### config.mk
export PLATFORM = sky130hd
export DESIGN_NAME = hazard_ctrl
export DESIGN_NICKNAME = d
export VERILOG_FILES = /design/src/rtl/hazard_pkg.sv /design/src/rtl/hazard_ctrl_sat_counter.sv /design/src/rtl/hazard_ctrl.sv
export SDC_FILE = /design/constraint.sdc
export NUM_CORES = 1
export LEC_CHECK = 0
export ABC_AREA = 0
export CAP_MARGIN = 40
export CORE_MARGIN = 5
export CORE_UTILIZATION = 25
export CTS_CLUSTER_SIZE = 30
export DETAILED_ROUTE_END_ITERATION = 12
export GPL_TIMING_DRIVEN = 0
export PLACE_DENSITY_LB_ADDON = 0.2
export REMOVE_ABC_BUFFERS = 1
export SETUP_SLACK_MARGIN = 0.5
export SLEW_MARGIN = 25
export SYNTH_ARGS = -nofsm -noshare
export SYNTH_HDL_FRONTEND = slang
export SYNTH_SLANG_ARGS = --single-unit
### constraint.sdc
create_clock -name clk_i -period 3.6 [get_ports clk_i]
set_clock_uncertainty 0.05 [all_clocks]
set_input_delay 1.08 -clock clk_i [delete_from_list [all_inputs] [get_ports clk_i]]
set_output_delay 1.08 -clock clk_i [all_outputs]
set_load 0.02 [all_outputs]
### src/rtl/hazard_pkg.sv
// rtl/hazard_pkg.sv - shared types and constants for the hazard controller
// Purpose: FSM state encoding, the hard-wired zero register address and
//          the width of the flush countdown.
package hazard_pkg;

  typedef enum logic [1:0] {
    ST_RUN    = 2'd0,
    ST_FLUSH  = 2'd1,
    ST_FREEZE = 2'd2
  } state_t;

  localparam logic [4:0] ZERO_REG    = 5'd0;
  localparam int         FLUSH_CNT_W = 3;

endpackage

### src/rtl/hazard_ctrl_sat_counter.sv
// rtl/hazard_ctrl_sat_counter.sv - saturating event counter
// Purpose: counts cycles where inc_i is high, sticking at all-ones.
// Ports:
//   clk_i  in   clock, rising edge
//   rst_i  in   asynchronous reset, active-high (clears count)
//   inc_i  in   increment request for this cycle
//   cnt_o  out  current count (CNT_W bits)
module sat_counter #(
  parameter int CNT_W = 16
) (
  input  logic             clk_i,
  input  logic             rst_i,
  input  logic             inc_i,
  output logic [CNT_W-1:0] cnt_o
);

  always_ff @(posedge clk_i or posedge rst_i) begin
    if (rst_i) begin
      cnt_o <= '0;
    end else if (inc_i && (cnt_o != '1)) begin
      cnt_o <= cnt_o + 1'b1;
    end
  end

endmodule

### src/rtl/hazard_ctrl.sv
// rtl/hazard_ctrl.sv - ID/EX pipeline hazard controller
// Purpose: detects load-use hazards, flushes on taken branches and freezes
//          the pipeline while data memory is busy; counts stall/flush events.
// Ports:
//   clk_i, rst_i                 clock / async active-high reset
//   id_rs1_i, id_rs2_i           source registers of the ID instruction
//   id_uses_rs2_i                ID instruction actually reads rs2
//   ex_memread_i, ex_regwrite_i  control of the EX instruction
//   ex_rd_i                      destination register of the EX instruction
//   ex_branch_i                  EX instruction is a taken branch
//   mem_busy_i                   data memory stall, freeze everything
//   pc_write_o, if_id_write_o    register write enables
//   if_id_flush_o                IF_ID loads a NOP
//   id_ex_bubble_o               zero control into ID_EX
//   stall_cnt_o, flush_cnt_o     saturating event counters
module hazard_ctrl
  import hazard_pkg::*;
#(
  parameter int FLUSH_CYCLES = 1,
  parameter int CNT_W        = 16
) (
  input  logic             clk_i,
  input  logic             rst_i,
  input  logic [4:0]       id_rs1_i,
  input  logic [4:0]       id_rs2_i,
  input  logic             id_uses_rs2_i,
  input  logic             ex_memread_i,
  input  logic             ex_regwrite_i,
  input  logic [4:0]       ex_rd_i,
  input  logic             ex_branch_i,
  input  logic             mem_busy_i,
  output logic             pc_write_o,
  output logic             if_id_write_o,
  output logic             if_id_flush_o,
  output logic             id_ex_bubble_o,
  output logic [CNT_W-1:0] stall_cnt_o,
  output logic [CNT_W-1:0] flush_cnt_o
);

  // The branch cycle itself is the first bubble, so the countdown covers the rest.
  localparam logic [FLUSH_CNT_W-1:0] FLUSH_INIT = FLUSH_CNT_W'(FLUSH_CYCLES - 1);

  state_t                 state, next_state;
  logic [FLUSH_CNT_W-1:0] cnt, next_cnt;
  logic                   load_use;
  logic                   flush_mode;
  logic                   stall_inc, flush_inc;

  assign load_use = ex_memread_i && ex_regwrite_i && (ex_rd_i != ZERO_REG) &&
                    ((ex_rd_i == id_rs1_i) || (id_uses_rs2_i && (ex_rd_i == id_rs2_i)));

  always_ff @(posedge clk_i or posedge rst_i) begin
    if (rst_i) begin
      state <= ST_RUN;
      cnt   <= '0;
    end else begin
      state <= next_state;
      cnt   <= next_cnt;
    end
  end

  always_comb begin
    next_state     = state;
    next_cnt       = cnt;
    pc_write_o     = 1'b1;
    if_id_write_o  = 1'b1;
    if_id_flush_o  = 1'b0;
    id_ex_bubble_o = 1'b0;
    stall_inc      = 1'b0;
    flush_inc      = 1'b0;
    // Outputs are zero-latency, so the cycle that leaves FREEZE already
    // behaves like the state it is heading to (FLUSH with countdown left, else RUN).
    flush_mode     = (state == ST_FLUSH) || ((state == ST_FREEZE) && (cnt != '0));

    if (mem_busy_i) begin
      pc_write_o    = 1'b0;
      if_id_write_o = 1'b0;
      next_state    = ST_FREEZE;
    end else if (flush_mode) begin
      // A branch seen here is the bubble we inserted, so it is ignored.
      if_id_flush_o  = 1'b1;
      id_ex_bubble_o = 1'b1;
      if (cnt <= FLUSH_CNT_W'(1)) begin
        next_state = ST_RUN;
        next_cnt   = '0;
      end else begin
        next_state = ST_FLUSH;
        next_cnt   = cnt - 1'b1;
      end
    end else if (ex_branch_i) begin
      // Branch outranks load-use: the stalled ID instruction is discarded anyway.
      if_id_flush_o  = 1'b1;
      id_ex_bubble_o = 1'b1;
      flush_inc      = 1'b1;
      if (FLUSH_CYCLES > 1) begin
        next_state = ST_FLUSH;
        next_cnt   = FLUSH_INIT;
      end else begin
        next_state = ST_RUN;
      end
    end else if (load_use) begin
      pc_write_o     = 1'b0;
      if_id_write_o  = 1'b0;
      id_ex_bubble_o = 1'b1;
      stall_inc      = 1'b1;
      next_state     = ST_RUN;
    end else begin
      next_state = ST_RUN;
    end

    if (rst_i) begin
      pc_write_o     = 1'b0;
      if_id_write_o  = 1'b0;
      if_id_flush_o  = 1'b1;
      id_ex_bubble_o = 1'b1;
      stall_inc      = 1'b0;
      flush_inc      = 1'b0;
    end
  end

  sat_counter #(.CNT_W(CNT_W)) u_stall_cnt (
    .clk_i (clk_i),
    .rst_i (rst_i),
    .inc_i (stall_inc),
    .cnt_o (stall_cnt_o)
  );

  sat_counter #(.CNT_W(CNT_W)) u_flush_cnt (
    .clk_i (clk_i),
    .rst_i (rst_i),
    .inc_i (flush_inc),
    .cnt_o (flush_cnt_o)
  );

endmodule

==> flow_summary.toml, run 1 <==
[run_status]
status = "completed"

[global_route]
grt_pass1_vias = 1800
grt_use_total = 0.104
overflow = 0
grt_pass1_wl_um = 8500
grt_start_max_net_pins = 29
antenna_found_initial = 0

[logic_synthesis]
avgSynthCellArea_um2 = 10.3
synth.ff_latch_count = 37
synth_cell_type_count = 40
synth.most_common_cell = "dfrtp_1"
synth_area_leader_cell = "dfrtp_1"
yosysTopAreaCellShare = 0.447
synth-main-ff-cell = "dfrtp_1"
synth_edf_count = 0
async_flop_share = 1.00
synth-warning-count = 0
yosys-top-cells-area = "dfrtp_1 45%, xor2_1 13%, nor3_1 4.4%, xnor2_1 4.2%, ha_1 3.0%"
yosys-top-cells-count = "37 x dfrtp_1, 30 x xor2_1, 18 x nor3_1, 14 x nor2_1, 13 x nand2_1"
syn_inst = 201
ys_seq_area_frac = 0.447
syn_area_um2 = 2070

[setup_path]
max_stage_delay_ns = 0.40
cp_num_buf_inv = 2
cp_cell_sequence = "buf_8 -> or3_4 -> o311a_4 -> nand2_2 -> o21a_1 -> buf_6"
path_class = "input port to primary output"
cp_max_fo = 4
rr_endpoint = "u_stall_cnt.cnt_o[12]"
crit_required_ns = 2.47
start_kind = "input port"
end_kind = "primary output"
crit_cells = 6
crit_end = "if_id_write_o"
cp_top_family = "compound AO/OA/AOI/OAI gates"
rr_worst_depth = 19
critPathArrivalTime_ns = 2.35
ff2ff_setup_slack_ns = 0.52
reg2reg_from = "cnt[0]"
crit_start = "ex_rd_i[2]"
worst_path_max_delay_cell = "o311a_4"

[cts]
cts_inserted_buffers = 5
path_clk_slew_ns = 0.07
worstSkewPairLatency_ns = 0.29
clockRootBuffer = "clkbuf_8"
cts_tree = "yes"
htreeDepth = 2
postCtsHoldBufs = 0
clock-sinks = 37
cts_buffer_depth = 2

[power]
p_sw_frac = 0.336
p_leak_nw = 1.36
max-vdd-ir-drop_uv = 313
intPower_mw = 0.743
p_clk_frac = 0.256
power.net_switching_mw = 0.376
power_mw = 1.12
comb_power_share = 0.296
pwr-share-seq = 0.448
power_density_nw_per_um2 = 369

[cells_and_area]
stdcell_area_um2 = 3030
drive_gt1_frac = 0.206
num-fill-cells = 824
areaGrowthSynthToFinish_pct = 46.4
nets = 307
n_antenna_cell = 0

[flow_run]
drv.max_cap_violation_count = 0

[detailed_routing]
antenna_left = 0
avgViaCountPerCell = 4.50
drt_iter0_drc = 40
wl_per_cell_um = 13.2
vias = 1737
detail_route.wirelength_um = 5100
drcViolationCount = 0
drt_pre_antenna_iters = 6

[timing]
fin_crit_sh = 0.966
setup_ws_ns = 0.122
rsz0062_at_grt = "yes"
hold_viol_final = 0
worst_pin_slew_ns = 0.677
drv_slew = 0
fmax_mhz = 287
finalSetupViolCount = 0
period_minus_slack_ns = 3.48
relSlewSlack = 0.549

[floorplanning]
die_x_um = 101
die_area_um2 = 10200
placementRows = 33
dieHeight_um = 101
io_pins = 58
start_util = 0.254
core_area_um2 = 8130

[placement]
post_dp_cell_area_um2 = 2780
dp_hpwl_um = 3670
dpl_worst_slack_ns = -0.995
port_buffers = 57
gp_congestion = 0.693

[worst_hold_path]
holdPathStages = 1
hold_class = "flip-flop to flip-flop"
[power by group through the flow]
stage,registers [mW],logic (mW),clock network (mW)
2_1_floorplan,0.531,0.148,0
3_3_place_gp,0.509,0.300,0
4_1_cts,0.502,0.332,0.303
6_report,0.502,0.331,0.287
3_5_place_dp,0.508,0.301,0
5_1_grt,0.510,0.369,0.319
[per-layer routing]
layer	share of wire	GRT usage	vias up
li1	-	-	863
met1	0.45	0.134	818
met2	0.49	0.167	47
met3	0.042	0.0277	9
met4	0.016	0.0399	0
met5	0	0	-
[area by class of cell]
cell class / count / area [µm²] / share of cell area
inverters: 10 / 42.5 / 0.0140
flip-flops and latches: 37 / 926 / 0.306
well taps: 105 / 131 / 0.0434
repair buffers: 75 / 694 / 0.229
clock inverters: 3 / 17.5 / 0.00578
clock buffers: 5 / 68.8 / 0.0227
multi-input cells: 151 / 1150 / 0.379
[cells in the final DEF, fill, tap and decap left out, drive strengths merged, types with 2 or more instances in the layout]
cell           instances
xor2                  30
nor3                  18
nand2b                 2
dlymetal6s2s           3
nand3                  9
mux2                   3
o21a                   2
xnor2                 10
a21oi                  2
dlygate4sd2            2
and4                   3
clkdlybuf4s50         39
nor4                   5
nor2b                  2
clkinv                 3
nand4                  6
buf                   26
dfrtp                 37
nand2                 13
nor2                  15
o21ai                  3
nand4b                 3
ha                     5
clkbuf                 9
a211oi                 3
inv                    9
nor3b                  3
and3                   3
[flip-flops by register name, indices dropped and copies added, names as in the netlist]
signal	cells
u_stall_cnt.cnt_o	16
state	2
u_flush_cnt.cnt_o	16
cnt	3
[cell families (layout without fill, tap and decap cells)]
| kind of cell | Yosys count | in the layout | synth area share |
|---|---|---|---|
| AOI/OAI and AO/OA | 15 | 15 | 0.0665 |
| muxes | 3 | 3 | 0.0181 |
| and+or+nand+nor | 88 | 88 | 0.242 |
| buffers and inverters | 13 | 93 | 0.0266 |
| adders and majority gates | 5 | 5 | 0.0302 |
| DFF | 37 | 37 | 0.447 |
| xor gates and xnor gates | 40 | 40 | 0.169 |
[metrics by stage]
step                setup TNS [ns]  hold slack, ns   util  std cells
global route                     0           0.468  0.372        386
global placement             -4.70           0.437  0.339        360
floorplan                   -0.358           0.486      -        198
CTS                              0           0.451  0.370        384
finish                           0           0.443  0.372        386
detailed placement           -3.10           0.433  0.341        361
[how the worst min path moves through the flow]
stage / end / slack (ns) / start
2_1_floorplan: state[0] / 0.49 / cnt[2]
6_report: u_flush_cnt.cnt_o[6] / 0.44 / u_flush_cnt.cnt_o[6]
4_1_cts: u_flush_cnt.cnt_o[6] / 0.45 / u_flush_cnt.cnt_o[6]
5_1_grt: u_flush_cnt.cnt_o[6] / 0.47 / u_flush_cnt.cnt_o[6]
3_3_place_gp: u_flush_cnt.cnt_o[6] / 0.44 / u_flush_cnt.cnt_o[6]
3_5_place_dp: u_flush_cnt.cnt_o[15] / 0.43 / u_flush_cnt.cnt_o[15]
[repair_timing]
item,CTS,global route
setup buffers,15,2
resized for setup,58,15
endpoints found under the setup margin,4,6
pin swaps,12,12
Note: power is estimated with default switching activity, not from simulation.
==> run 2, diff against run 1 <==
--- a/config.mk
+++ b/config.mk
@@ -5,12 +5,12 @@
 export SDC_FILE = /design/constraint.sdc
 export NUM_CORES = 1
 export LEC_CHECK = 0
-export ABC_AREA = 0
 export CAP_MARGIN = 40
 export CORE_MARGIN = 5
 export CORE_UTILIZATION = 25
 export CTS_CLUSTER_SIZE = 30
 export DETAILED_ROUTE_END_ITERATION = 12
+export DONT_BUFFER_PORTS = 1
 export GPL_TIMING_DRIVEN = 0
 export PLACE_DENSITY_LB_ADDON = 0.2
 export REMOVE_ABC_BUFFERS = 1
==> flow_summary.toml, run 2 (synthesis gave the netlist of run 1 again) <==
[power]
p_sw_frac = 0.336
p_clk_frac = 0.304
power_density_nw_per_um2 = 441
comb_power_share = 0.191
max-vdd-ir-drop_uv = 264
power.net_switching_mw = 0.359
p_leak_nw = 1.08
pwr-share-seq = 0.505
power_mw = 1.07
intPower_mw = 0.707

[cts]
postCtsHoldBufs = 0
path_clk_slew_ns = 0.08
cts_buffer_depth = 2
cts_tree = "yes"
worstSkewPairLatency_ns = 0.29
htreeDepth = 2
cts_inserted_buffers = 5
clockRootBuffer = "clkbuf_8"
clock-sinks = 37

[placement]
post-place-cells = 304
dp_hpwl_um = 3440
port_buffers = 0
post_dp_cell_area_um2 = 2210
gp_congestion = 0.704

[worst_hold_path]
holdCritStartpoint = "cnt[2]"
hold_class = "flip-flop to flip-flop"

[setup_path]
path_class = "input port to primary output"
critPathArrivalTime_ns = 2.06
worst_path_max_delay_cell = "or3_4"
cp_max_fo = 3
cp_num_buf_inv = 0
reg2reg_from = "u_stall_cnt.cnt_o[0]"
max_stage_delay_ns = 0.37
cp_top_family = "compound AO/OA/AOI/OAI gates"
start_kind = "input port"
crit_start = "ex_rd_i[0]"
end_kind = "primary output"
cp_cell_sequence = "or3_4 -> o311a_4 -> nand2_4 -> o21a_4"
crit_required_ns = 2.47

[detailed_routing]
avgViaCountPerCell = 4.64
drt_iter0_drc = 18
drcViolationCount = 0
detail_route.wirelength_um = 4710
vias = 1463
wl_per_cell_um = 15.0
antenna_left = 0
drt_pre_antenna_iters = 4

[run_status]
status = "completed"

[global_route]
grt_start_max_net_pins = 23
grt_use_met2 = 0.164
grt_pass1_wl_um = 7980
grt_use_met1 = 0.115
met3_usage = 0.0401
overflow = 0
top_usage_layer = "met2"
grt_pass1_vias = 1570
grt_use_total = 0.0988
antenna_found_initial = 0

[floorplanning]
start_util = 0.254
placementRows = 33
io_pins = 58
die_x_um = 101
die_area_um2 = 10200
core_area_um2 = 8130
dieHeight_um = 101

[timing]
worst_pin_slew_ns = 0.667
finalSetupViolCount = 0
hold_viol_final = 0
drv_slew = 0
fin_crit_sh = 0.885
period_minus_slack_ns = 3.19
rsz0062_at_grt = "yes"
relSlewSlack = 0.555
fmax_mhz = 314

[cells_and_area]
num-fill-cells = 832
stdcell_area_um2 = 2420
largestRegisters = "u_flush_cnt.cnt_o x16, u_stall_cnt.cnt_o x16, cnt x3"
n_antenna_cell = 0
final_cell_mix = "37 x dfrtp_1, 29 x xor2_1, 18 x nor3_1"
areaGrowthSynthToFinish_pct = 16.9
drive_gt1_frac = 0.157
fin_util = 0.297
fin_cells = 315
nets = 236
layout_commonest_cell = "dfrtp_1"

[flow_run]
drv.max_cap_violation_count = 0
## run 2: changes by cell type in the layout (fill, tap and decap cells not counted), sizes merged
| cell | delta |
|---|---|
| clkinv | -2 |
| dlygate4sd2 | -2 |
| dlymetal6s2s | -3 |
| buf | -22 |
| inv | +1 |
| clkinvlp | -1 |
| clkbuf | -2 |
| clkdlybuf4s50 | -39 |
| clkdlybuf4s15 | -1 |
## run 2: final cells by class
cell class	count	area, µm²	share of cell area
repair buffers	4	42.5	0.0176
clock inverters	1	5.00	0.00207
multi-input cells	151	1180	0.488
well taps	105	131	0.0543
flip-flops and latches	37	926	0.383
clock buffers	7	96.3	0.0398
inverters	10	37.5	0.0155
## run 2: through the flow
stage / setup TNS [ns] / hold WS, ns / setup WS [ns]
3_5_place_dp: -0.235 / 0.537 / -0.107
3_3_place_gp: -1.81 / 0.541 / -1.09
6_report: 0 / 0.562 / 0.414
5_1_grt: 0 / 0.604 / 0.395
4_1_cts: 0 / 0.564 / 0.405
2_1_floorplan: -0.358 / 0.486 / -0.358
## run 2: power groups by stage
stage / combinational, mW / sequential [mW] / clock, mW
global placement: 0.180 / 0.547 / 0
floorplan: 0.148 / 0.531 / 0
detailed placement: 0.183 / 0.548 / 0
finish: 0.204 / 0.538 / 0.324
global route: 0.235 / 0.547 / 0.359
CTS: 0.205 / 0.539 / 0.337
## run 2: per-layer routing
metal	wire (µm)	part of all wire
met1	1900	0.40
met2	2390	0.51
met3	374	0.079
met4	55	0.012
met5	0	0
## run 2: final timing paths
path / end / slack (ns) / depth (start not counted)
hold reg to reg: state[0] / 0.56 / 1
min in group asynchronous: state[1] / 0.61 / 1
setup reg to reg: u_stall_cnt.cnt_o[1] / 1.20 / 6
hold / removal: state[0] / 0.56 / 1
max in group asynchronous: u_flush_cnt.cnt_o[9] / 2.45 / 2
setup / recovery: if_id_write_o / 0.41 / 4
## run 2: repair_timing
action,4_1_cts,5_1_grt
setup buffers,3,0
gates resized for setup,13,2
pin swaps,3,2
endpoints found under the setup margin,3,3
==> run 3, diff against run 2 <==
--- a/config.mk
+++ b/config.mk
@@ -12,6 +12,7 @@
 export DETAILED_ROUTE_END_ITERATION = 12
 export DONT_BUFFER_PORTS = 1
 export GPL_TIMING_DRIVEN = 0
+export MAX_ROUTING_LAYER = met4
 export PLACE_DENSITY_LB_ADDON = 0.2
 export REMOVE_ABC_BUFFERS = 1
 export SETUP_SLACK_MARGIN = 0.5
==> flow_summary.toml, run 3 (synthesis gave the netlist of run 1 again) <==
[run_status]
status = "completed"

[detailed_routing]
drcViolationCount = 0
drt_iter0_drc = 18
drt_pre_antenna_iters = 4
wl_per_cell_um = 15.0
avgViaCountPerCell = 4.63
vias = 1460
antenna_left = 0
detail_route.wirelength_um = 4720

[power]
power_mw = 1.07
p_leak_nw = 1.08
max-vdd-ir-drop_uv = 264
power_density_nw_per_um2 = 441

[setup_path]
cp_top_family = "compound AO/OA/AOI/OAI gates"
max_stage_delay_ns = 0.37
crit_start = "ex_rd_i[0]"
path_class = "input port to primary output"
cp_num_buf_inv = 0
start_kind = "input port"
critPathArrivalTime_ns = 2.06
worst_path_max_delay_cell = "or3_4"
cp_max_fo = 3
crit_required_ns = 2.47
cp_cell_sequence = "or3_4 -> o311a_4 -> nand2_4 -> o21a_4"
ff2ff_setup_slack_ns = 1.20
reg2reg_from = "u_stall_cnt.cnt_o[0]"
end_kind = "primary output"

[timing]
finalSetupViolCount = 0
period_minus_slack_ns = 3.19
hold_viol_final = 0
worst_pin_slew_ns = 0.674
drv_slew = 0
fmax_mhz = 314
relSlewSlack = 0.551
fin_crit_sh = 0.885
whs_ns = 0.562
rsz0062_at_grt = "yes"

[flow_run]
drv.max_cap_violation_count = 0

[cells_and_area]
layout_commonest_cell = "dfrtp_1"
nets = 236
stdcell_area_um2 = 2420
n_antenna_cell = 0
areaGrowthSynthToFinish_pct = 16.9
fin_util = 0.297
drive_gt1_frac = 0.157
largestRegisters = "u_flush_cnt.cnt_o x16, u_stall_cnt.cnt_o x16, cnt x3"
final_cell_mix = "37 x dfrtp_1, 29 x xor2_1, 18 x nor3_1"
num-fill-cells = 832

[cts]
clock-sinks = 37
htreeDepth = 2
cts_inserted_buffers = 5
clockRootBuffer = "clkbuf_8"
cts_tree = "yes"
path_clk_slew_ns = 0.08
worstSkewPairLatency_ns = 0.29
postCtsHoldBufs = 0
cts_buffer_depth = 2

[placement]
port_buffers = 0
dp_hpwl_um = 3440
gp_congestion = 0.712
post_dp_cell_area_um2 = 2210

[floorplanning]
core_area_um2 = 8130
start_util = 0.254
dieHeight_um = 101
io_pins = 58
die_area_um2 = 10200
die_x_um = 101
placementRows = 33

[worst_hold_path]
holdCritStartpoint = "cnt[2]"
hold_class = "flip-flop to flip-flop"

[global_route]
grt_pass1_vias = 1566
antenna_found_initial = 0
grt_use_total = 0.102
grt_start_max_net_pins = 23
overflow = 0
grt_pass1_wl_um = 7980
[run 3: cell counts in the layout (fill, tap and decap cells not counted)]
Identical to the previous run, type by type.
[run 3: worst paths after layout]
check	to	depth (start not counted)
setup / recovery	if_id_write_o	4
hold / removal	state[0]	1
setup reg to reg	u_stall_cnt.cnt_o[1]	6
hold reg to reg	state[0]	1
max in group asynchronous	u_flush_cnt.cnt_o[9]	2
min in group asynchronous	state[1]	1
[run 3: timing repair]
action                                  CTS  global route
setup buffers                             3             0
endpoints found under the setup margin    3             3
gates resized for setup                  13             2
hold endpoints to repair                  0             0
pin swaps                                 3             2
[run 3: layout make-up]
cell class	count	area, µm²	area share
Timing Repair Buffer	4	42.5	0.0176
Clock buffer	7	96.3	0.0398
Tap cell	105	131	0.0543
Multi-Input combinational cell	151	1180	0.488
Sequential cell	37	926	0.383
Inverter	10	37.5	0.0155
Clock inverter	1	5.00	0.00207
[run 3: worst register-to-register path: stages (launching register included)]
cell	delay [ns]
dfrtp_1	0.52
ha_1	0.26
nand4_2	0.17
or4_4	0.57
o2111ai_4	0.35
nor2_4	0.07
mux2_4	0.30
[run 3: power breakdown]
part | switching (mW) | internal [mW]
Clock | 0.151 | 0.173
Sequential | 0.0868 | 0.451
Combinational | 0.121 | 0.0828
Total | 0.359 | 0.707
[run 3: stage by stage]
| step | instances | setup TNS, ns | setup slack [ns] |
|---|---|---|---|
| final | 315 | 0 | 0.414 |
| after CTS | 315 | 0 | 0.405 |
| after global placement | 303 | -1.81 | -1.09 |
| after global routing | 315 | 0 | 0.395 |
| after floorplan | 198 | -0.358 | -0.358 |
| after detailed placement | 304 | -0.235 | -0.107 |
[run 3: metal layers]
metal	up-vias	track usage	wire length, µm
li1	716	-	-
met1	701	0.116	1940
met2	37	0.164	2390
met3	6	0.0388	335
met4	0	0.0348	51
met5	-	-	0
